<file path="config.mk">
export PLATFORM = sky130hd
export DESIGN_NAME = req_encoder_4to2
export DESIGN_NICKNAME = d
export VERILOG_FILES = /design/src/rtl/req_encoder_4to2.sv
export SDC_FILE = /design/constraint.sdc
export NUM_CORES = 1
export LEC_CHECK = 0
export CELL_PAD_IN_SITES_DETAIL_PLACEMENT = 0
export CELL_PAD_IN_SITES_GLOBAL_PLACEMENT = 1
export CORE_MARGIN = 5
export CORE_UTILIZATION = 27
export DETAILED_ROUTE_END_ITERATION = 6
export PLACE_DENSITY = 0.71
export REMOVE_ABC_BUFFERS = 1
export SETUP_SLACK_MARGIN = 0.5
export SLEW_MARGIN = 20
export SYNTH_ARGS = -nofsm -noshare
export SYNTH_HDL_FRONTEND = slang
export SYNTH_SLANG_ARGS = --single-unit
</file>
<file path="constraint.sdc">
create_clock -name clk -period 1.19 [get_ports clk]
set_clock_uncertainty 0.2 [all_clocks]
set_input_delay 0.119 -clock clk [delete_from_list [all_inputs] [get_ports clk]]
set_output_delay 0.119 -clock clk [all_outputs]
set_load 0.01 [all_outputs]
</file>
<file path="src/rtl/req_encoder_4to2.sv">
// Synchronising 4-to-2 request encoder: edge-detected events are latched as pending and
// granted one at a time through a valid/ready output register. Define RR_ARB_EN for round-robin.
module req_encoder_4to2 #(
  parameter int SYNC_STAGES = 2,
  parameter bit PRI_HIGH    = 1'b1
) (
  input  logic       clk,
  input  logic       rst_n,
  input  logic [3:0] req,
  input  logic       out_ready,
  input  logic       clr_ovf,
  output logic       out_valid,
  output logic [1:0] code,
  output logic [3:0] pending,
  output logic       ovf
);

  logic [3:0] r_sync [SYNC_STAGES];
  logic [3:0] r_req_d;
  logic [3:0] r_pending;
  logic       r_valid;
  logic [1:0] r_code;
  logic       r_ovf;

  logic [3:0] w_req_s;
  logic [3:0] w_edge;
  logic       w_load;
  logic       w_grant;
  logic [1:0] w_sel;
  logic [3:0] w_grant_vec;
  logic       w_ovf_set;

`ifdef RR_ARB_EN
  logic [1:0] r_ptr;

  // Search starts just after the last granted index and wraps back to it.
  function automatic logic [1:0] f_pick_rr(input logic [3:0] vec, input logic [1:0] ptr);
    logic [1:0] idx;
    logic [1:0] cand;
    logic       found;
    idx   = ptr;
    found = 1'b0;
    for (int k = 1; k <= 4; k++) begin
      cand = ptr + 2'(k);
      if (!found && vec[cand]) begin
        idx   = cand;
        found = 1'b1;
      end
    end
    return idx;
  endfunction
`else
  function automatic logic [1:0] f_pick_fixed(input logic [3:0] vec);
    logic [1:0] idx;
    idx = 2'd0;
    if (PRI_HIGH) begin
      for (int i = 0; i < 4; i++) begin
        if (vec[i]) idx = 2'(i);
      end
    end else begin
      for (int i = 3; i >= 0; i--) begin
        if (vec[i]) idx = 2'(i);
      end
    end
    return idx;
  endfunction
`endif

  // Synchroniser chain for the asynchronous request levels
  always_ff @(posedge clk or negedge rst_n) begin
    if (!rst_n) begin
      for (int s = 0; s < SYNC_STAGES; s++) r_sync[s] <= 4'b0000;
    end else begin
      r_sync[0] <= req;
      for (int s = 1; s < SYNC_STAGES; s++) r_sync[s] <= r_sync[s-1];
    end
  end

  assign w_req_s = r_sync[SYNC_STAGES-1];
  assign w_edge  = w_req_s & ~r_req_d;

  // Grant selection and overflow detection
  always_comb begin
    w_load      = !r_valid | out_ready;
    w_grant     = w_load & (|r_pending);
`ifdef RR_ARB_EN
    w_sel       = f_pick_rr(r_pending, r_ptr);
`else
    w_sel       = f_pick_fixed(r_pending);
`endif
    w_grant_vec = w_grant ? (4'b0001 << w_sel) : 4'b0000;
    // A fresh edge on a bit leaving pending this cycle re-arms it instead of overflowing.
    w_ovf_set   = |(w_edge & r_pending & ~w_grant_vec);
  end

  // Pending latch, output register and sticky overflow
  always_ff @(posedge clk or negedge rst_n) begin
    if (!rst_n) begin
      r_req_d   <= 4'b0000;
      r_pending <= 4'b0000;
      r_valid   <= 1'b0;
      r_code    <= 2'b00;
      r_ovf     <= 1'b0;
    end else begin
      r_req_d   <= w_req_s;
      r_pending <= (r_pending & ~w_grant_vec) | w_edge;
      if (w_load) begin
        if (w_grant) begin
          r_valid <= 1'b1;
          r_code  <= w_sel;
        end else begin
          r_valid <= 1'b0;
        end
      end
      if (w_ovf_set) begin
        r_ovf <= 1'b1;
      end else if (clr_ovf) begin
        r_ovf <= 1'b0;
      end
    end
  end

`ifdef RR_ARB_EN
  // Round-robin pointer remembers the last granted index
  always_ff @(posedge clk or negedge rst_n) begin
    if (!rst_n) begin
      r_ptr <= 2'd3;
    end else if (w_grant) begin
      r_ptr <= w_sel;
    end
  end
`endif

  assign out_valid = r_valid;
  assign code      = r_code;
  assign pending   = r_pending;
  assign ovf       = r_ovf;

endmodule

</file>
==> metrics.cfg <==
[outcome]
status = finished, violations left
violations = hold timing, setup timing

[global_routing]
grt_max_degree = 21
grt_pass1_vias = 545
grt_overflow = 0
antenna_found_initial = 0
grt_usage_pct = 8.64
grt_pass1_wl_mm = 2.34

[power_and_ir_drop]
peakVddDrop_v = 0.000882
leakage_uw = 0.000550
power.total_uw = 1720
power.density_mw_per_mm2 = 1460

[timing]
max_freq_mhz = 694
maxSlewViolCount = 0
fin_crit_ps = 1440
worstMarginPinSlew_ps = 203
fin_crit_sh_pct = 121
slew_headroom_pct = 86.5
rsz0062_at_grt = yes
finalSetupViolations = 10
whs_ps = -61.8
fin_ws_ps = -252
hold_viol_final = 20

[job]
cap_viol_max_count = 0

[drt]
post_drt_wl_per_cell_um = 11.8
wirelength_mm = 1.44
drcViolationCount = 0
drtIter0Drc = 2
via_count = 538
ant_nets = 0
via_per_inst = 4.41
first_pass_iters = 2

[finish]
layout_commonest_cell = dfrtp_1
drive_above_1_share_pct = 46.7
fillers = 253
fin_cells = 122
mostFrequentLayoutCells = 20 x dfrtp_1, 14 x buf_4, 9 x buf_6
diodes = 0
final_nets = 101
area_growth_pct = 68.9

[synthesis]
synth_area_um2 = 697
synth-warning-count = 0
ys_top_cells_by_area = dfrtp_1 72%, o21ai_1 3.6%, inv_1 3.2%
yosysUniqueCellTypes = 19
ys_seq_area_share_pct = 71.8
yosys.area.top_type = dfrtp_1
yosysTopAreaCellShare_pct = 71.8
postSynthAreaPerCell_um2 = 13.7
netlist_instances = 51
synth-seq-cells = 20

[clock_tree]
cts_tree = built
cts.path.max_buffers = 2
cts_root_buffer = clkbuf_4
numCtsBuffers = 3
htree_levels = 1
cts.sinks = 20
clk_pin_slew_ps = 120
insertion_delay_ps = 300

[critical_path]
cp.required_ps = 1190
path_buf_inv = 2
critPathMaxFanout = 3
max_stage_delay_ps = 410
crit_chain = buf_6 -> or2_4 -> buf_4 -> nor3_2 -> o21bai_1
crit_family = flip-flops
cp-end-kind = register
start_kind = register
cp.arrival_ps = 1440
crit_slowest_cell = dfrtp_1
critical_path_class = register to register

[place]
io_buffer_count = 15
place_congestion = 0.732
placed_cells = 104
post-dp-hpwl_um = 930

[die]
die_w_um = 60.8
core_area_mm2 = 0.00248
rows = 18
start_util_pct = 28.1
io_pins = 16
die_area_mm2 = 0.00370
die_h_um = 60.8

[hold_path]
hold_path.class = input pin to async pin

[sequential cells by signal (all words and copies together), names as in the netlist]
register and cells:
code 2, r_req_d 4, r_sync 4, w_req_s 4, ovf 1, pending 4, out_valid 1
[cells in the mapped netlist]
library cell,n
inv_1,6
dfrtp_1,20
o21bai_1,1
nand2_1,1
o21ai_1,5
or2_4,1
nor2b_2,1
mux2i_1,1
buf_4,1
a32oi_1,1
o311ai_2,1
a21o_1,1
nor2_1,3
nand4_1,1
a2bb2oi_1,1
o2bb2ai_1,1
nor3_1,1
nor2b_1,2
o2111ai_1,2
[repair_timing]
| item | 4_1_cts | 5_1_grt |
|---|---|---|
| setup buffers | 9 | 4 |
| setup endpoints to repair | 20 | 21 |
| cloned | 1 | 0 |
| hold endpoints to repair | 20 | 20 |
| pin swaps | 3 | 2 |
| resized for setup | 40 | 8 |
[stage by stage]
stage / TNS, ps / util [%] / worst slack, ps / hold WS, ps / cell area (µm²)
2_1_floorplan: -439 / - / -157 / -377 / 689
3_3_place_gp: -1590 / 39.1 / -261 / 132 / 970
3_5_place_dp: -1680 / 39.1 / -290 / 136 / 970
4_1_cts: -1130 / 45.1 / -251 / -71.9 / 1120
5_1_grt: -2210 / 47.5 / -330 / -82.5 / 1180
6_report: -1560 / 47.5 / -252 / -61.8 / 1180
[final timing paths]
| check | from | to | slack, ps | cells after the start |
|---|---|---|---|---|
| max reg2reg | pending[2] | pending[0] | -250 | 5 |
| min reg2reg | r_sync[5] | w_req_s[1] | 160 | 0 |
| max | pending[2] | pending[0] | -250 | 5 |
| max in group asynchronous | rst_n | r_sync[6] | 720 | 2 |
| min | rst_n | r_req_d[0] | -60 | 2 |
| min in group clk | req[2] | r_sync[6] | 50 | 1 |
[metal layers]
| layer | global-route usage (%) | wire (µm) | up-vias |
|---|---|---|---|
| met1 | 10.3 | 594 | 264 |
| li1 | - | - | 258 |
| met5 | 0 | 0 | - |
| met3 | 4.89 | 126 | 0 |
| met4 | 0.929 | 0 | 0 |
| met2 | 14.2 | 722 | 16 |
[cell families (layout without fill, tap and decap cells)]
group / Yosys count / count (layout) / share of synthesized area, %
DFF: 20 / 20 / 71.8
AOI/OAI and AO/OA: 13 / 13 / 14.4
buffers and inverters: 7 / 48 / 4.31
and+or+nand+nor: 10 / 10 / 8.08
muxes: 1 / 1 / 1.44
[report_power, final]
part	switching (µW)	internal (µW)
sequential	30.0	737
clock	211	340
combinational	161	241
[final cells by class]
type	count	area [µm²]	share of cell area [%]
flip-flops and latches	20	500	42.5
repair buffers	38	367	31.1
multi-input cells	24	198	16.8
well taps	30	37.5	3.19
clock inverters	1	30.0	2.55
clock buffers	3	22.5	1.91
inverters	6	22.5	1.91
Note: power is estimated with default switching activity, not from simulation.
